File: src/rtl/rst_seq_pkg.sv
// Shared definitions for the board reset sequencer: state encoding, default
// 12 MHz timing constants and the state-to-output decode.
package rst_seq_pkg;

  typedef enum logic [2:0] {
    PLL_RST     = 3'd0,
    WAIT_LOCK   = 3'd1,
    LOCK_STABLE = 3'd2,
    REL_CORE    = 3'd3,
    RUN         = 3'd4,
    FAULT       = 3'd5
  } rst_state_t;

  // Defaults for a 12 MHz OSCCLK.
  localparam int unsigned DEF_PLL_RST_CYCLES      = 32'd12;     // 1 us
  localparam int unsigned DEF_LOCK_STABLE_CYCLES  = 32'd1200;   // 100 us
  localparam int unsigned DEF_STAGE_GAP_CYCLES    = 32'd16;
  localparam int unsigned DEF_LOCK_TIMEOUT_CYCLES = 32'd12000;  // 1 ms
  localparam int unsigned DEF_MAX_RETRIES         = 32'd3;

  typedef struct packed {
    logic pll_rst;
    logic core_rst;
    logic periph_rst;
    logic rst_done;
    logic fault;
  } rst_outs_t;

  localparam rst_outs_t RESET_OUTS = '{
    pll_rst:    1'b1,
    core_rst:   1'b1,
    periph_rst: 1'b1,
    rst_done:   1'b0,
    fault:      1'b0
  };

  function automatic int unsigned max2(input int unsigned a, input int unsigned b);
    return (a > b) ? a : b;
  endfunction

  // Output levels for each state. The reset order (pll, core, periph) is
  // encoded here so every state respects the release ordering.
  function automatic rst_outs_t decode_outs(input rst_state_t s);
    rst_outs_t o;
    o = RESET_OUTS;
    case (s)
      PLL_RST: begin
        o = RESET_OUTS;
      end
      WAIT_LOCK, LOCK_STABLE: begin
        o.pll_rst = 1'b0;
      end
      REL_CORE: begin
        o.pll_rst  = 1'b0;
        o.core_rst = 1'b0;
      end
      RUN: begin
        o.pll_rst    = 1'b0;
        o.core_rst   = 1'b0;
        o.periph_rst = 1'b0;
        o.rst_done   = 1'b1;
      end
      FAULT: begin
        o.fault = 1'b1;
      end
      default: begin
        o = RESET_OUTS;
      end
    endcase
    return o;
  endfunction

endpackage

File: src/rtl/sync_2ff.sv
// Generic two-flop synchroniser for asynchronous status inputs, with a
// synchronous active-high reset that clears both stages.
module sync_2ff #(
  parameter int unsigned WIDTH = 1
) (
  input  logic             clk,
  input  logic             rst,
  input  logic [WIDTH-1:0] d,
  output logic [WIDTH-1:0] q
);

  logic [WIDTH-1:0] meta_r;
  logic [WIDTH-1:0] sync_r;

  // Two back-to-back capture stages; only sync_r is safe to use.
  always_ff @(posedge clk) begin
    if (rst) begin
      meta_r <= {WIDTH{1'b0}};
      sync_r <= {WIDTH{1'b0}};
    end else begin
      meta_r <= d;
      sync_r <= meta_r;
    end
  end

  assign q = sync_r;

endmodule

File: src/rtl/rst_sequencer.sv
// Board reset sequencer: holds the clock converter in reset, waits for a
// stable lock, then releases core and peripheral resets in order. Lock
// timeouts are retried a bounded number of times before a sticky fault.
module rst_sequencer
  import rst_seq_pkg::*;
#(
  parameter int unsigned PLL_RST_CYCLES      = DEF_PLL_RST_CYCLES,
  parameter int unsigned LOCK_STABLE_CYCLES  = DEF_LOCK_STABLE_CYCLES,
  parameter int unsigned STAGE_GAP_CYCLES    = DEF_STAGE_GAP_CYCLES,
  parameter int unsigned LOCK_TIMEOUT_CYCLES = DEF_LOCK_TIMEOUT_CYCLES,
  parameter int unsigned MAX_RETRIES         = DEF_MAX_RETRIES
) (
  input  logic                             OSCCLK,
  input  logic                             EXTRST,
  input  logic                             pll_locked,
  output logic                             pll_rst,
  output logic                             core_rst,
  output logic                             periph_rst,
  output logic                             rst_done,
  output logic                             fault,
  output logic [$clog2(MAX_RETRIES+1)-1:0] retry_cnt
);

  localparam int unsigned MAX_CYCLES = max2(max2(PLL_RST_CYCLES, LOCK_STABLE_CYCLES),
                                            max2(STAGE_GAP_CYCLES, LOCK_TIMEOUT_CYCLES));
  localparam int unsigned CNT_W = $clog2(MAX_CYCLES + 1);
  localparam int unsigned RTY_W = $clog2(MAX_RETRIES + 1);

  // Counter values seen on the last cycle of each timed state.
  localparam logic [CNT_W-1:0] CNT_MAX     = {CNT_W{1'b1}};
  localparam logic [CNT_W-1:0] PLL_LAST    = CNT_W'(PLL_RST_CYCLES - 1);
  localparam logic [CNT_W-1:0] STABLE_LAST = CNT_W'(LOCK_STABLE_CYCLES - 1);
  localparam logic [CNT_W-1:0] GAP_LAST    = CNT_W'(STAGE_GAP_CYCLES - 1);
  localparam logic [CNT_W-1:0] TIMEOUT_LAST = CNT_W'(LOCK_TIMEOUT_CYCLES - 1);
  localparam logic [RTY_W-1:0] RETRY_LIMIT = RTY_W'(MAX_RETRIES);

  rst_state_t       state_r;
  rst_state_t       state_nxt_s;
  logic [CNT_W-1:0] cnt_r;
  logic [CNT_W-1:0] cnt_nxt_s;
  logic [RTY_W-1:0] retry_r;
  logic [RTY_W-1:0] retry_nxt_s;
  rst_outs_t        outs_r;
  logic             lock_s;

  sync_2ff #(
    .WIDTH (1)
  ) u_lock_sync (
    .clk (OSCCLK),
    .rst (EXTRST),
    .d   (pll_locked),
    .q   (lock_s)
  );

  // Next-state and retry bookkeeping; lock decisions only use the synchronised lock.
  always_comb begin
    state_nxt_s = state_r;
    retry_nxt_s = retry_r;
    case (state_r)
      PLL_RST: begin
        if (cnt_r >= PLL_LAST) begin
          state_nxt_s = WAIT_LOCK;
        end else begin
          state_nxt_s = PLL_RST;
        end
      end
      WAIT_LOCK: begin
        // Lock has priority over a coincident timeout.
        if (lock_s) begin
          state_nxt_s = LOCK_STABLE;
        end else if (cnt_r >= TIMEOUT_LAST) begin
          if (retry_r < RETRY_LIMIT) begin
            retry_nxt_s = retry_r + RTY_W'(1'b1);
            state_nxt_s = PLL_RST;
          end else begin
            state_nxt_s = FAULT;
          end
        end else begin
          state_nxt_s = WAIT_LOCK;
        end
      end
      LOCK_STABLE: begin
        // A drop on the final counting cycle still falls back.
        if (!lock_s) begin
          state_nxt_s = WAIT_LOCK;
        end else if (cnt_r >= STABLE_LAST) begin
          state_nxt_s = REL_CORE;
        end else begin
          state_nxt_s = LOCK_STABLE;
        end
      end
      REL_CORE: begin
        if (!lock_s) begin
          state_nxt_s = PLL_RST;
        end else if (cnt_r >= GAP_LAST) begin
          state_nxt_s = RUN;
        end else begin
          state_nxt_s = REL_CORE;
        end
      end
      RUN: begin
        if (!lock_s) begin
          state_nxt_s = PLL_RST;
        end else begin
          state_nxt_s = RUN;
        end
      end
      FAULT: begin
        state_nxt_s = FAULT;
      end
      default: begin
        state_nxt_s = PLL_RST;
      end
    endcase
  end

  // Dwell counter: restarts on every state change and holds at all-ones instead of wrapping.
  always_comb begin
    cnt_nxt_s = cnt_r;
    if (state_nxt_s != state_r) begin
      cnt_nxt_s = {CNT_W{1'b0}};
    end else if (cnt_r == CNT_MAX) begin
      cnt_nxt_s = CNT_MAX;
    end else begin
      cnt_nxt_s = cnt_r + CNT_W'(1'b1);
    end
  end

  // State, dwell counter and retry count registers.
  always_ff @(posedge OSCCLK) begin
    if (EXTRST) begin
      state_r <= PLL_RST;
      cnt_r   <= {CNT_W{1'b0}};
      retry_r <= {RTY_W{1'b0}};
    end else begin
      state_r <= state_nxt_s;
      cnt_r   <= cnt_nxt_s;
      retry_r <= retry_nxt_s;
    end
  end

  // Output register decoded from the current state, trailing it by one cycle.
  always_ff @(posedge OSCCLK) begin
    if (EXTRST) begin
      outs_r <= RESET_OUTS;
    end else begin
      outs_r <= decode_outs(state_r);
    end
  end

  assign pll_rst    = outs_r.pll_rst;
  assign core_rst   = outs_r.core_rst;
  assign periph_rst = outs_r.periph_rst;
  assign rst_done   = outs_r.rst_done;
  assign fault      = outs_r.fault;
  assign retry_cnt  = retry_r;

endmodule

File: config.mk
export PLATFORM = sky130hd
export DESIGN_NAME = rst_sequencer
export DESIGN_NICKNAME = d
export VERILOG_FILES = /design/src/rtl/rst_seq_pkg.sv /design/src/rtl/sync_2ff.sv /design/src/rtl/rst_sequencer.sv
export SDC_FILE = /design/constraint.sdc
export NUM_CORES = 1
export LEC_CHECK = 0
export CORE_MARGIN = 4
export CORE_UTILIZATION = 35
export DETAILED_ROUTE_END_ITERATION = 7
export PLACE_DENSITY_LB_ADDON = 0.15
export SLEW_MARGIN = 20
export SYNTH_ARGS = -nofsm -noshare
export SYNTH_HDL_FRONTEND = slang
export SYNTH_SLANG_ARGS = --single-unit
File: constraint.sdc
create_clock -name OSCCLK -period 2.1 [get_ports OSCCLK]
set_input_delay 0.525 -clock OSCCLK [delete_from_list [all_inputs] [get_ports OSCCLK]]
set_output_delay 0.525 -clock OSCCLK [all_outputs]
set_load 0.03 [all_outputs]
Word-level counts from Yosys, hierarchy flattened:

Cells that the tools add are included.

* add/sub/neg operators: 2
* order comparisons: 5
* eq/ne operators: 7
* muxes and demuxes: 15
* bitwise gates (word level): 1
* reductions and logical operators: 5

Operators by type and width (count)
* $ge A14 B4 Y1 const B: 2
* $mux W3: 6
* $pmux W3 S6: 1
* $add A14 B1 Y14 const B: 1
* $eq A14 B14 Y1 const B: 1
* $ge A14 B11 Y1 const B: 1
* $ge A14 B14 Y1 const B: 1
* $mux W14: 1
* $eq A3 B2 Y1 const B: 2
* $eq A3 B3 Y1 const B: 2
* $mux W1: 5
* $mux W2: 2
* $reduce_and A4 Y1: 1
* $reduce_or A2 Y1: 2
* $reduce_or A4 Y1: 1
* $eq A3 B1 Y1 const B: 1
* $logic_not A3 Y1: 1
* $ne A3 B3 Y1: 1
* $add A2 B1 Y2 const B: 1
* $lt A2 B2 Y1 const B: 1
* $not A1 Y1: 1

* register bits: 26
* input port bits: 3
* output and inout bits: 7

Logic depth before layout (Yosys ltp):

Gate-level depths: netlist of the first run.

* depth in word-level cells: 7
* depth in mapped cells: 8
* mapped depth without buffers: 7

Hierarchy:

From an unflattened synthesis of the first run, not the netlist that was laid out.

* cell total of the unflattened synthesis: 161
* area, all modules: 1584.0 µm²

By module, submodules not included
* rst_sequencer: instances 1, cells each 157, area each 1531.5 µm², sequential area each 480.5 µm²
* sync_2ff: instances 1, cells each 4, area each 52.6 µm², sequential area each 40.0 µm²

Worst setup path after synthesis of the first run:

OpenSTA, ideal clock, no wires.

* path kind: reg2reg
* start point: register cnt_r[0]
* end point: register cnt_r[12]
* arrival: 1.931 ns
* required time: 1.983 ns
* slack: 0.052 ns
* cell stages (with the launch flop): 9
* cell sequence: dfxtp_1 > ha_1 > o2111ai_1 > a21o_1 > o221ai_2 > or4b_1 > nand4_2 > buf_6 > nor2_2

* longest elaborated chain between the ends: 6
* elaborated cells on any way between the ends: 17

Ends and longest elaborated chain
* from (decl): line rst_sequencer.sv:39 `logic [CNT_W-1:0] cnt_r;`
* from (signal assigned): line rst_sequencer.sv:133 `cnt_r <= {CNT_W{1'b0}};`
* from (signal assigned): line rst_sequencer.sv:137 `cnt_r <= cnt_nxt_s;`
* $ge A14 B4 Y1 (tied with other cells): line rst_sequencer.sv:95 `end else if (cnt_r >= GAP_LAST) begin`
* $mux W3 (tied with other cells): line rst_sequencer.sv:95
* $mux W3 (tied with other cells): line rst_sequencer.sv:93 `if (!lock_s) begin`
* $pmux W3 S6: line rst_sequencer.sv:59 `case (state_r)`
* $ne A3 B3 Y1: line rst_sequencer.sv:120 `if (state_nxt_s != state_r) begin`
* $reduce_or A2 Y1 (no line)

Several ways; a longest one is shown, not always the timed one.
A chain may end at the register's enable or synchronous reset.

Worst setup path after layout of the first run:

* start point: register cnt_r[1]
* end point: register cnt_r[4]

The elaborated chain is that of the path after synthesis.

==> results.sh, run 1 <==
export IMPL_grt_max_degree=15
export IMPL_drc_errors=0
export IMPL_initial_core_util_pct=36.8
export IMPL_crit_type="reg -> reg"
export IMPL_insertion_delay_ns=0.27
export IMPL_coreArea_sq_mm=0.00372
export IMPL_synth_area_leader_cell="dfxtp_1"
export IMPL_cts_root_buffer="clkbuf_8"
export IMPL_clock_sinks=26
export IMPL_fp_row_count=22
export IMPL_required_ns=2.26
export IMPL_crit_arrival_ns=2.19
export IMPL_die_h_microns=70.5
export IMPL_async_flop_share_pct=0
export IMPL_dpl_cell_area_sq_mm=0.00153
export IMPL_synth_flop_cell="dfxtp_1"
export IMPL_finish_utilization_pct=45.5
export IMPL_wl_per_cell_microns=13.0
export IMPL_drv_cap=0
export IMPL_htree_levels=1
export IMPL_antenna_found_initial=0
export IMPL_synth_edf_count=0
export IMPL_clk_path_buf_depth=2
export IMPL_status="completed"
export IMPL_num_nets_final=178
export IMPL_rsz0062_at_grt="true"
export IMPL_crit_path_start_kind="flip-flop"
export IMPL_grt_usage_pct=11.4
export IMPL_min_path_type="reg -> reg"
export IMPL_yosysUniqueCellTypes=44
export IMPL_io_pins=10
export IMPL_synth_area_per_cell_sq_um=9.01
export IMPL_grt_pass1_wl_mm=4.75
export IMPL_ctsHoldBuffers=0
export IMPL_p_per_area_mw_per_mm2=530
export IMPL_first_pass_iters=4
export IMPL_skew_ns=0.00664
export IMPL_peakVddDrop_uv=330
export IMPL_yosys_top_cells_area="dfxtp_1, nor2_1, nand2_1"
export IMPL_drt_total_wl_mm=2.86
export IMPL_hold_viol_final=0
export IMPL_vias=1127
export IMPL_synth_nets=158
export IMPL_cts_tree="built"
export IMPL_timing_fmax_mhz=491
export IMPL_dieArea_sq_mm=0.00498
export IMPL_cp_end_kind="flip-flop"
export IMPL_ys_seq_area_share_pct=38.0
export IMPL_slew_violations=0
export IMPL_hpwl_mm=1.99
export IMPL_area_growth_pct=23.6
export IMPL_die_w_microns=70.5
export IMPL_finalSetupViolCount=0
export IMPL_ys_ff_latch=26
export IMPL_leakagePower_nw=0.604
export IMPL_ys_warn_count=0
export IMPL_fin_hold_ws_ns=0.450
export IMPL_path_max_fanout=7
export IMPL_ant_nets=0
export IMPL_post_route_period_util_pct=96.9
export IMPL_place_gp_congestion=0.805
export IMPL_grt_pass1_vias=1080
export IMPL_final_area_sq_mm=0.00169
export IMPL_grt_ovfl_total=0
export IMPL_viasPerCell=5.15
export IMPL_worst_slew_pin_slew_ns=0.556
export IMPL_drive_above_1_share_pct=24.6
export IMPL_portBuffers=9
export IMPL_reg2regPathDepth=8
export IMPL_clkTransAtPathRegs_ns=0.09
export IMPL_num_antenna_cells=0
export IMPL_syn_area_sq_mm=0.00137
export IMPL_whs_path_depth=1
export IMPL_postSynthCellCount=152
export IMPL_synth_top_cell_area_share_pct=38.0
export IMPL_fin_crit_ns=2.04
export IMPL_drtIter0Drc=49
export IMPL_numCtsBuffers=3
export IMPL_slew_headroom_pct=62.4
per-layer routing:
| metal | wire (microns) | GRT usage, % |
|---|---|---|
| met1 | 1430 | 15.2 |
| met3 | 55 | 1.70 |
| met2 | 1330 | 18.8 |
| met4 | 43 | 3.76 |
| met5 | 0 | 0 |
repair_timing:
action                                 in CTS  in global routing
endpoints found under the hold margin       0                  0
gates resized for setup                     2                 10
pin swaps                                   0                  5
setup endpoints to repair                   8                 14
cloned                                      0                  1
setup buffers                               0                  3
cells by family after synthesis:
logic type      after synthesis  synth area share (%)
buf+inv                      11                  6.22
compound gates               32                  16.5
flops                        26                  38.0
simple gates                 70                  30.0
mux                           2                  1.46
fa+ha+maj                     3                  2.74
xor+xnor                      8                  5.12
cell type report:
class	instances	area, sq um
Tap cell	48	60.1
Multi-Input combinational cell	115	812
Timing Repair Buffer	23	225
Clock buffer	4	55.1
Fill cell	373	2020
Inverter	3	11.3
Sequential cell	26	528
path summary, 6_finish.rpt:
check	startpoint	to	slack (ns)
worst max-delay path	cnt_r[1]$_SDFF_PP0_	cnt_r[4]$_SDFF_PP0_	0.06
worst min-delay path	u_lock_sync.meta_r$_SDFF_PP0_	u_lock_sync.q$_SDFF_PP0_	0.45
worst min register to register	u_lock_sync.meta_r$_SDFF_PP0_	u_lock_sync.q$_SDFF_PP0_	0.45
worst max register to register	cnt_r[1]$_SDFF_PP0_	cnt_r[4]$_SDFF_PP0_	0.06
through the flow:
step                worst slack [ns]  cells  setup TNS, ns  power [W]
finish                        0.0649    219              0   0.000897
detailed placement           -0.0136    211        -0.0389   0.000565
global route                 -0.0525    219         -0.535   0.000938
floorplan                     0.0517    152              0   0.000548
CTS                           0.0126    215              0   0.000890
global placement              0.0385    211              0   0.000563
worst max-delay path: stages, from the launching register on:
cell       delay (ns)
dfxtp_4          0.39
ha_4             0.16
o2111ai_2        0.12
a21o_1           0.22
o221ai_2         0.18
or4b_4           0.51
nand4_4          0.15
clkbuf_16        0.17
a21oi_2          0.03
where the power goes:
| group | total [W] | internal (W) | switching (W) |
|---|---|---|---|
| clock network | 0.000324 | 0.000167 | 0.000157 |
| registers | 0.000511 | 0.000500 | 0.0000110 |
| logic | 0.0000610 | 0.0000343 | 0.0000268 |
flip-flops by register name (all words and copies together) (netlist names):
register,cells
u_lock_sync.meta_r,1
retry_cnt,2
state_r,3
periph_rst,1
cnt_r,14
u_lock_sync.q,1
fault,1
pll_rst,1
core_rst,1
rst_done,1
synthesized netlist by cell type (2+ instances only):
master,count
nand3_1,4
dfxtp_1,26
o21ai_0,4
nand2_1,13
o2111ai_1,2
nand4_1,3
and2b_1,2
clkbuf_1,2
and4_1,2
a21oi_2,4
ha_1,3
xnor2_1,4
mux2i_1,2
a21oi_1,8
xor2_1,4
nor2b_1,3
nor2_1,16
nor3_1,4
o211ai_1,2
a31oi_1,3
nor2_2,7
nor4b_1,3
and2_1,2
buf_6,4
nand3b_1,2
inv_1,3
a21o_1,3
placed cells by master, fill, tap and decap left out, types with 3 or more instances in the layout:
master / synthesis / routed
clkbuf_8: 1 / 4
nand3_1: 4 / 4
nor2b_1: 3 / 3
a21oi_2: 4 / 4
nor2_1: 16 / 16
nor4b_1: 3 / 3
inv_1: 3 / 3
clkdlybuf4s50_1: 0 / 9
nand2_1: 13 / 13
nor3_1: 4 / 3
dfxtp_1: 26 / 24
o21ai_0: 4 / 4
nand4_1: 3 / 3
a31oi_1: 3 / 3
a21o_1: 3 / 3
xor2_1: 4 / 4
nor2_2: 7 / 7
xnor2_1: 4 / 4
a21oi_1: 8 / 8
buf_4: 1 / 12
No activity file was read; power rests on OpenSTA's default activity.
==> run 2: changes to the inputs <==
--- a/constraint.sdc
+++ b/constraint.sdc
@@ -3,2 +3,2 @@
 set_output_delay 0.525 -clock OSCCLK [all_outputs]
-set_load 0.03 [all_outputs]
+set_load 0.01 [all_outputs]
==> results of run 2 <==
The final DEF is identical to that of run 1. Status: completed.
==> run 3: changes to the inputs <==
- CAP_MARGIN: default -> 40
==> results of run 3 <==
The final DEF is identical to that of run 1. Status: completed.
